[config.mk]
export PLATFORM = sky130hd
export DESIGN_NAME = tsc_multi_flat
export DESIGN_NICKNAME = d
export VERILOG_FILES = /design/src/rtl/tsc_pkg.sv /design/src/rtl/tsc_multi_if.sv /design/src/rtl/tsc_ring_buf.sv /design/src/rtl/tsc_multi.sv /design/src/flat_wrapper.sv
export SDC_FILE = /design/constraint.sdc
export NUM_CORES = 1
export LEC_CHECK = 0
export ABC_AREA = 1
export ABC_CLOCK_PERIOD_IN_PS = 2400
export CORE_UTILIZATION = 62
export DETAILED_ROUTE_END_ITERATION = 10
export PLACE_DENSITY = 0.76
export SLEW_MARGIN = 0
export SYNTH_ARGS = -nofsm -noshare
export SYNTH_HDL_FRONTEND = slang
export SYNTH_SLANG_ARGS = --single-unit
export TNS_END_PERCENT = 50
[constraint.sdc]
create_clock -name clk -period 2.4 [get_ports clk]
set_input_delay 0.24 -clock clk [delete_from_list [all_inputs] [get_ports clk]]
set_output_delay 0.24 -clock clk [all_outputs]
set_load 0.05 [all_outputs]
[src/rtl/tsc_pkg.sv]
// Shared types and helpers for the transient signal capture block.
package tsc_pkg;

    typedef enum logic [1:0] {
        IDLE      = 2'd0,
        RECORD    = 2'd1,
        TRIGGERED = 2'd2,
        SEND      = 2'd3
    } tsc_state_e;

    localparam int TS_W = 16;

    function automatic int ptr_w(input int depth);
        return (depth > 1) ? $clog2(depth) : 1;
    endfunction

endpackage

[src/rtl/tsc_multi_if.sv]
// ADC sample handshake: capture block requests, front end answers with rdy/dat.
interface tsc_multi_if #(parameter int DW = 8);
    logic          req;
    logic          rdy;
    logic [DW-1:0] dat;

    modport master (output req, input rdy, input dat);
    modport slave  (input req, output rdy, output dat);
endinterface

[src/rtl/tsc_ring_buf.sv]
// DEPTH x DW single-port RAM, registered read with one cycle of latency; write wins.
module tsc_ring_buf
    import tsc_pkg::*;
#(
    parameter int DW    = 8,
    parameter int DEPTH = 32
) (
    input  logic                    clk,
    input  logic                    we_i,
    input  logic                    re_i,
    input  logic [ptr_w(DEPTH)-1:0] addr_i,
    input  logic [DW-1:0]           wdata_i,
    output logic [DW-1:0]           rdata_o
);
    logic [DW-1:0] mem_q [DEPTH];
    logic [DW-1:0] rdata_q;

    always_ff @(posedge clk) begin
        if (we_i)
            mem_q[addr_i] <= wdata_i;
        else if (re_i)
            rdata_q <= mem_q[addr_i];
    end

    assign rdata_o = rdata_q;
endmodule

[src/rtl/tsc_multi.sv]
// Transient signal capture: pre-trigger ring buffer, post-trigger window, serial dump.
// Optional TSC_TIMESTAMP_EN adds a 16-bit trigger timestamp header to the dump.
module tsc_multi
    import tsc_pkg::*;
#(
    parameter int DW    = 8,
    parameter int DEPTH = 32,
    parameter int POST  = 16
) (
    input  logic          clk,
    input  logic          reset,
    input  logic          start,
    input  logic          SBF,
    input  logic [DW-1:0] trig_lvl,
    input  logic          trig_edge,
    tsc_multi_if.master   adc,
    output logic          CD,
    output logic          TRD,
    output logic          SD,
    output logic          SD_VLD
);
    localparam int AW  = ptr_w(DEPTH);
    localparam int FW  = $clog2(DEPTH + 1);
    localparam int PW  = $clog2(POST + 1);
`ifdef TSC_TIMESTAMP_EN
    localparam int SHW = (DW > TS_W) ? DW : TS_W;
`else
    localparam int SHW = DW;
`endif
    localparam int BW  = $clog2(SHW + 1);

    tsc_state_e    state_q;
    logic [AW-1:0] wptr_q, rptr_q, wptr_d, rptr_d, ram_addr;
    logic [FW-1:0] fill_q, rcnt_q, fill_d, rcnt_d;
    logic [PW-1:0] post_q, post_d;
    logic [DW-1:0] prev_q, rdata;
    logic [SHW-1:0] sh_q, sh_ld;
    logic [BW-1:0] bits_q;
    logic          cd_q, trd_q, req_q, sd_q, sdv_q, pend_q;
    logic          acc, armed, rise, fall, hit, hdr_go, ld_smp, rd_en, send_done;
`ifdef TSC_TIMESTAMP_EN
    logic [TS_W-1:0] ts_cnt_q, ts_q;
    logic            hdr_q;
    assign hdr_go = (state_q == SEND) && hdr_q && pend_q && (bits_q == '0);
`else
    assign hdr_go = 1'b0;
`endif

    assign acc    = req_q & adc.rdy;
    assign armed  = fill_q >= FW'(DEPTH - POST);
    assign rise   = (prev_q <  trig_lvl) && (adc.dat >= trig_lvl);
    assign fall   = (prev_q >= trig_lvl) && (adc.dat <  trig_lvl);
    assign hit    = (state_q == RECORD) && acc && armed && (trig_edge ? fall : rise);
    assign wptr_d = wptr_q + 1'b1;
    assign rptr_d = rptr_q + 1'b1;
    assign rcnt_d = rcnt_q + 1'b1;
    assign post_d = post_q + 1'b1;
    assign fill_d = (fill_q == FW'(DEPTH)) ? fill_q : fill_q + 1'b1;

    // rdata acts as a one-entry prefetch slot: refill it the cycle its sample moves into sh_q
    assign ld_smp    = (state_q == SEND) && pend_q && (bits_q == '0) && !hdr_go;
    assign rd_en     = (state_q == SEND) && (rcnt_q != FW'(DEPTH)) && (!pend_q || ld_smp);
    assign send_done = (state_q == SEND) && !pend_q && (bits_q == '0) && (rcnt_q == FW'(DEPTH));
    assign sh_ld     = SHW'(rdata) << (SHW - DW);
    assign ram_addr  = acc ? wptr_q : rptr_q;

    tsc_ring_buf #(.DW(DW), .DEPTH(DEPTH)) u_buf (
        .clk     (clk),
        .we_i    (acc),
        .re_i    (rd_en),
        .addr_i  (ram_addr),
        .wdata_i (adc.dat),
        .rdata_o (rdata)
    );

    always_ff @(posedge clk) begin
        if (reset) begin
            state_q <= IDLE;
            wptr_q  <= '0;
            rptr_q  <= '0;
            fill_q  <= '0;
            rcnt_q  <= '0;
            post_q  <= '0;
            prev_q  <= '0;
            sh_q    <= '0;
            bits_q  <= '0;
            cd_q    <= 1'b0;
            trd_q   <= 1'b0;
            req_q   <= 1'b0;
            sd_q    <= 1'b0;
            sdv_q   <= 1'b0;
            pend_q  <= 1'b0;
`ifdef TSC_TIMESTAMP_EN
            ts_cnt_q <= '0;
            ts_q     <= '0;
            hdr_q    <= 1'b0;
`endif
        end else begin
            sd_q  <= 1'b0;
            sdv_q <= 1'b0;
`ifdef TSC_TIMESTAMP_EN
            ts_cnt_q <= ts_cnt_q + 1'b1;
`endif
            case (state_q)
                IDLE: begin
                    if (start) begin
                        state_q <= RECORD;
                        cd_q    <= 1'b0;
                        req_q   <= 1'b1;
                        wptr_q  <= '0;
                        fill_q  <= '0;
                        prev_q  <= '0;
                    end else if (SBF && cd_q) begin
                        state_q <= SEND;
                        rptr_q  <= wptr_q;
                        rcnt_q  <= '0;
                        pend_q  <= 1'b0;
                        bits_q  <= '0;
`ifdef TSC_TIMESTAMP_EN
                        hdr_q   <= 1'b1;
`endif
                    end
                end
                RECORD, TRIGGERED: begin
                    if (acc) begin
                        wptr_q <= wptr_d;
                        fill_q <= fill_d;
                        prev_q <= adc.dat;
                    end
                    if (hit) begin
`ifdef TSC_TIMESTAMP_EN
                        ts_q <= ts_cnt_q;
`endif
                        if (POST == 1) begin
                            state_q <= IDLE;
                            cd_q    <= 1'b1;
                            req_q   <= 1'b0;
                        end else begin
                            state_q <= TRIGGERED;
                            trd_q   <= 1'b1;
                            post_q  <= PW'(1);
                        end
                    end else if (state_q == TRIGGERED && acc) begin
                        if (post_q == PW'(POST - 1)) begin
                            state_q <= IDLE;
                            cd_q    <= 1'b1;
                            trd_q   <= 1'b0;
                            req_q   <= 1'b0;
                        end else begin
                            post_q <= post_d;
                        end
                    end
                end
                SEND: begin
                    if (rd_en) begin
                        rptr_q <= rptr_d;
                        rcnt_q <= rcnt_d;
                    end
                    pend_q <= rd_en | (pend_q & ~ld_smp);
                    if (hdr_go) begin
`ifdef TSC_TIMESTAMP_EN
                        sd_q   <= ts_q[TS_W-1];
                        sh_q   <= (SHW'(ts_q) << (SHW - TS_W)) << 1;
                        bits_q <= BW'(TS_W - 1);
                        sdv_q  <= 1'b1;
                        hdr_q  <= 1'b0;
`endif
                    end else if (ld_smp) begin
                        sd_q   <= rdata[DW-1];
                        sh_q   <= sh_ld << 1;
                        bits_q <= BW'(DW - 1);
                        sdv_q  <= 1'b1;
                    end else if (bits_q != '0) begin
                        sd_q   <= sh_q[SHW-1];
                        sh_q   <= sh_q << 1;
                        bits_q <= bits_q - 1'b1;
                        sdv_q  <= 1'b1;
                    end else if (send_done) begin
                        state_q <= IDLE;
                    end
                end
                default: state_q <= IDLE;
            endcase
        end
    end

    assign adc.req = req_q;
    assign CD      = cd_q;
    assign TRD     = trd_q;
    assign SD      = sd_q;
    assign SD_VLD  = sdv_q;
endmodule

[src/flat_wrapper.sv]
// flat-port wrapper written by rule: the top's interface ports become plain ports
module tsc_multi_flat import tsc_pkg::*;
#(
    parameter int DW    = 8,
    parameter int DEPTH = 32,
    parameter int POST  = 16
)
  (clk, reset, start, SBF, trig_lvl, trig_edge, CD, TRD, SD, SD_VLD, adc_req, adc_rdy, adc_dat);
  tsc_multi_if #(.DW(DW)) adc_i ();
  input  logic clk;
  input  logic reset;
  input  logic start;
  input  logic SBF;
  input  logic [DW-1:0] trig_lvl;
  input  logic trig_edge;
  output logic CD;
  output logic TRD;
  output logic SD;
  output logic SD_VLD;
  output wire logic [$bits(adc_i.req)-1:0] adc_req;
  input wire logic [$bits(adc_i.rdy)-1:0] adc_rdy;
  input wire logic [$bits(adc_i.dat)-1:0] adc_dat;
  assign adc_req = adc_i.req;
  assign adc_i.rdy = adc_rdy;
  assign adc_i.dat = adc_dat;
  tsc_multi #(.DW(DW), .DEPTH(DEPTH), .POST(POST)) u_core (.clk(clk), .reset(reset), .start(start), .SBF(SBF), .trig_lvl(trig_lvl), .trig_edge(trig_edge), .adc(adc_i), .CD(CD), .TRD(TRD), .SD(SD), .SD_VLD(SD_VLD));
endmodule
Word level (Yosys, flattened, before mapping)
Memory sizes are Yosys's and may differ from the RTL's. A register that Yosys moved wholly into a read port is not among the register bits.
Cells that the tools add are included.
- mux-type cells: 59
- add/subtract/negate cells: 6
- eq/ne operators: 24
- order comparisons: 5
- reduce and logical (&&, ||, !) cells: 37
- bitwise logic cells: 6
- operators by type and width (operator ; number):
    $mux 5 ; 9
    $mux 6 ; 6
    $mux 8 ; 4
    $pmux 6 s2 ; 2
    $pmux 5 s2 ; 2
    $mux 1 ; 18
    $ge 8x8->1 ; 2
    $lt 8x8->1 ; 2
    $mux 2 ; 8
    $mux 4 ; 4
    $pmux 8 s2 ; 1
    $add 5x1->5 const B ; 3
    $logic_and 1x1->1 ; 14
    $ne 2x1->1 const B ; 7
    $add 6x1->6 const B ; 2
    $eq 6x6->1 const B ; 2
    $ne 2x2->1 const B ; 6
    $reduce_and 3->1 ; 4
    $reduce_and 4->1 ; 3
    $reduce_bool 2->1 ; 5
    $pmux 4 s2 ; 1
    $ge 6x5->1 const B ; 1
    $ne 3x1->1 const B ; 2
    $ne 3x2->1 const B ; 2
    19 further kinds ; 27
- input port bits: 22
- memories kept: 1
- bits in writable memories: 256
- flip-flop bits (word level): 55
- memory list (memory ; words ; bits a word ; read ports ; clocked after memory_dff ; wr ports ; line ; source):
    u_core.u_buf.mem_q ; 32 ; 8 ; 1 ; 1 ; 1 ; tsc_ring_buf.sv:15 ; logic [DW-1:0] mem_q [DEPTH];

Logic depth before layout (Yosys ltp)
- depth after elaboration: 8
- gate-level depth with buffers: 17
- depth with buffers taken out: 17

Modules after synthesis
A second synthesis with hierarchy kept.
- cells, all modules: 1498
- area, all modules: 14231.1 sq um
- modules (own cells, without submodules) (module ; area each (sq um) ; times used ; cells an instance):
    tsc_ring_buf ; 11075.6 ; 1 ; 1065
    tsc_multi ; 3155.5 ; 1 ; 433

Worst setup path after synthesis
No wires, ideal clock.
- kind: register -> register
- start point: register u_core.req_q, in the netlist u_core.adc.req
- end point: memory u_core.u_buf.mem_q[10][0], enable pin
- cell stages (with the launch flop): 10
- period minus slack after synthesis: 2.467 ns
- data arrival time: 2.097 ns
- path slack: -0.067 ns
- path through: dfxtp_1 -> nand2_2 -> buf_6 -> nand2_4 -> nand2_2 -> nor2_1 -> buf_6 -> buf_6 -> nand2_1 -> nor2_1
- word-level cells in the longest chain between the ends: 3
- RTL lines (item ; line ; source):
    start, declared ; tsc_multi.sv:39 ; logic cd_q, trd_q, req_q, sd_q, sdv_q, pend_q;
    start signal, assigned ; tsc_multi.sv:89 ; req_q <= 1'b0;
    start signal, assigned ; tsc_multi.sv:109 ; req_q <= 1'b1;
    start signal, assigned ; tsc_multi.sv:137 ; req_q <= 1'b0;
    $and 1x1->1 (*) ; tsc_multi.sv:49 ; assign acc = req_q & adc.rdy;
    $mux 1 ; tsc_ring_buf.sv:19 ; if (we_i)
    $mux 1 (not written as such) ; tsc_ring_buf.sv:20 ; mem_q[addr_i] <= wdata_i;
    end, declared ; tsc_ring_buf.sv:15 ;
Mark *: on every way between the ends. The rest lies on a longest branch, timed or not.

Worst setup path after layout
- start point: register u_core.req_q, in the netlist u_core.adc.req
- end point: register u_core.u_buf.rdata_q[7], in the netlist u_core.u_buf.rdata_o[7], read port of u_core.u_buf.mem_q, data pin
- word-level cells in the longest chain between the ends: 3
- RTL lines (item ; line ; source):
    $and 1x1->1 (*) ; tsc_multi.sv:49 ;
    $not 1->1 (no line) ; n/a ;
    $reduce_and 2->1 (no line) ; n/a ;
    end, declared ; tsc_ring_buf.sv:16 ; logic [DW-1:0] rdata_q;
Marks and branches as above.
A chain may end at the register's enable or synchronous reset.

==> summary.md <==
| Metric | Value |
|---|---|
| Status | finished, final reports clean |
| Hold Buf Count CTS | 0 |
| Warnings, synthesis | 0 |
| Root Driver | clkbuf_16 |
| Total grt overflow | 0 |
| Die width | 148 um |
| Setup TNS | 0 ps |
| Final std cells w/o fill | 1474 |
| Initial Util | 63.1% |
| Top-Level Pins | 27 |
| Initial DRC Count | 768 |
| Worst rel slew slack | 67.3% |
| FF+latch count, synth | 318 |
| Synth-to-Final Area Change | 17.3% |
| Overall Global Routing Usage | 28.8% |
| Final min period | 2280 ps |
| Skew final | 24.6 ps |
| Worst slew pin tran | 489 ps |
| Gpl congestion | 0.814 |
| Arr. time, crit path | 2540 ps |
| Hold depth | 4 |
| Lkg Pwr | 5.54 nW |
| Net Sw Frac | 27.5% |
| DP Cell Count | 1414 |
| Remaining DRCs | 0 |
| DP HPWL | 19700 um |
| RSZ-0062 raised after global routing | false |
| Syn avg cell area | 12.5 um2 |
| Clk slew on worst S/H paths | 60 ps |
| Initial antenna violation count | 0 |
| Main synth FF type | edfxtp_1 |
| Number of global-route vias before repair | 8647 |
| FF-to-FF path depth | 10 |
| Die Area | 21900 um2 |
| Seq pwr share | 45.2% |
| Via-to-Cell Ratio | 6.00 |
| Postcts setup bufs | 0 |
| Max Slew Vio Count | 0 |
| Largest net degree at the start of global routing | 34 |
| Highest fanout seen on the critical path | 32 |
| Final core utilization | 74.0% |
| CP required | 2660 ps |
| Hold Path Class | input port to flop |
| Ant diodes | 0 |
| Antenna Violating Nets Remaining | 0 |
| Yosys top cell by area | edfxtp_1 |
| Max Clock Freq | 438 MHz |
| Synthesized area | 13200 um2 |
| DP Worst Slack | -367 ps |
| Synth async-reset ratio | 0% |
| CTS H-Tree Depth | 2 |
| PortBufs | 26 |
| Max-cap violation count | 0 |
| Net count after synthesis | 1111 |
| First-pass GRT wire length | 47200 um |
| Switching pwr | 0.00383 W |
| CTS tree | yes |
| Core Area | 21000 um2 |
| Cell Pwr Density | 896 nW/um2 |
| Final worst-path cycle share | 95.0% |
| Crit path capture type | flop |
| Post-DR wirelength/cell | 20.8 um |
| Number of synthesized flops with an enable pin | 264 |
| Finish-stage setup viols | 0 |
| Layout Nets | 1227 |
| Count leader, synth | edfxtp_1 |
| Final hold slack | 435 ps |
| Final hold violation count | 0 |
| CTS Buf Count | 34 |
| Via count | 8838 |
| Post-Route WL | 30600 um |
| Die Y | 148 um |
| Post_cts resized | 0 |
| Clk buf depth | 3 |
| Clock share of power | 36.3% |
| Placement Rows | 53 |
| Cell internal pwr | 0.0101 W |
| Synth Instances | 1059 |
| Top cells by count, synth | 264 x edfxtp_1, 109 x a22oi_1, 108 x a21oi_1, 108 x nand2_1 |
| Slack of the critical path | 119 ps |
| Clock sinks | 318 |
| Power share of the combinational group | 18.5% |
| Synth top area share | 60.0% |
| Ranking of synthesized cells by area | edfxtp_1 60%, dfxtp_1 8.2%, a22oi_1 6.2% |
| Yosys cell types | 40 |
| First-pass DRT Iterations | 7 |
| Layout cells sized above 1 | 15.7% |
| Setup crit start kind | flop |
| Peak VDD IR | 0.694 mV |
| Sequential area share after synthesis | 68.2% |
| Clock latency on the worst-skew pair | 520 ps |
| Critical path type | flop to flop |
## worst max-delay path: stages (launching register included)
cell and delay, ps:
dfxtp_2 360, nand2_4 130, nand2_1 140, o21ai_4 100
nand2_1 100, inv_2 80, buf_12 170, a22oi_1 320
a21oi_1 130, nor3_1 360, nand3b_1 110
## sequential cells by signal, summed over array words and instances, names as in the netlist, 2 cells and up
register	cells
u_core.fill_q	6
u_core.wptr_q	5
u_core.prev_q	8
u_core.bits_q	4
u_core.u_buf.rdata_o	8
u_core.rptr_q	5
u_core.post_q	5
u_core.state_q	2
u_core.sh_q	7
u_core.rcnt_q	6
u_core.u_buf.mem_q	256
## placed cells by master, fill, tap and decap left out, drive strengths merged, types with 2 or more instances in the layout
master	synthesis	final
buf	34	98
dfxtp	54	54
edfxtp	264	264
a31oi	3	3
bufinv	0	2
a221oi	2	2
o211ai	6	6
o22ai	2	2
or2	36	36
o21ai	18	18
a211oi	6	6
a21oi	111	111
nand3	32	32
nand4	7	7
nor3b	3	3
clkdlybuf4s50	0	26
xor2	3	3
nand2	112	112
a22oi	128	128
inv	87	88
clkbuf	10	44
clkinv	0	12
nor2	83	83
ha	30	30
nor3	22	22
## routing by layer
layer	track usage, %	part of all wire [%]	vias up
li1	-	-	4128
met1	40.4	42	4333
met2	46.3	49	326
met3	4.41	6.9	51
met4	9.23	2.3	0
met5	0	0	-
## power by group through the flow
stage / registers [W] / logic [W] / clock network [W]
final: 0.00628 / 0.00257 / 0.00504
after floorplan: 0.00638 / 0.00162 / 0
after global placement: 0.00638 / 0.00246 / 0
after detailed placement: 0.00639 / 0.00252 / 0
after CTS: 0.00627 / 0.00254 / 0.00509
after global routing: 0.00629 / 0.00280 / 0.00531
## path summary, 6_finish.rpt
path / from / end / slack, ps
max: u_core.adc.req$_SDFFE_PP0P_ / u_core.u_buf.rdata_o[7]$_DFFE_PP_ / 120
min: start / u_core.state_q[1]$_SDFFE_PP0P_ / 430
max reg2reg: u_core.adc.req$_SDFFE_PP0P_ / u_core.u_buf.rdata_o[7]$_DFFE_PP_ / 120
min reg2reg: u_core.sh_q[7]$_SDFFE_PP0P_ / u_core.sh_q[7]$_SDFFE_PP0P_ / 460
## area by class of cell
type / count / area, um2
inverter: 87 / 327
multi-input combinational: 610 / 3670
clock buffer: 44 / 930
fill: 1366 / 5450
timing repair buffer: 124 / 1080
sequential: 318 / 9010
tap: 275 / 344
clock inverter: 16 / 149
## through the flow
stage	total power [W]	area (um2)
6_report	0.0139	15500
5_1_grt	0.0144	15500
4_1_cts	0.0139	15500
3_5_place_dp	0.00891	14400
3_3_place_gp	0.00885	14400
2_1_floorplan	0.00799	13200
## cells by family (layout without fill, tap and decap cells)
logic type | Yosys count | in the layout | share of synthesized area, %
buffers and inverters | 131 | 271 | 4.36
AO/OA/AOI/OAI | 279 | 279 | 14.3
adder cells (fa/ha/maj) | 30 | 30 | 2.84
AND/OR/NAND/NOR | 297 | 297 | 10.1
flip-flops | 318 | 318 | 68.2
XOR/XNOR | 4 | 4 | 0.265
No activity file was read; power rests on OpenSTA's default activity.
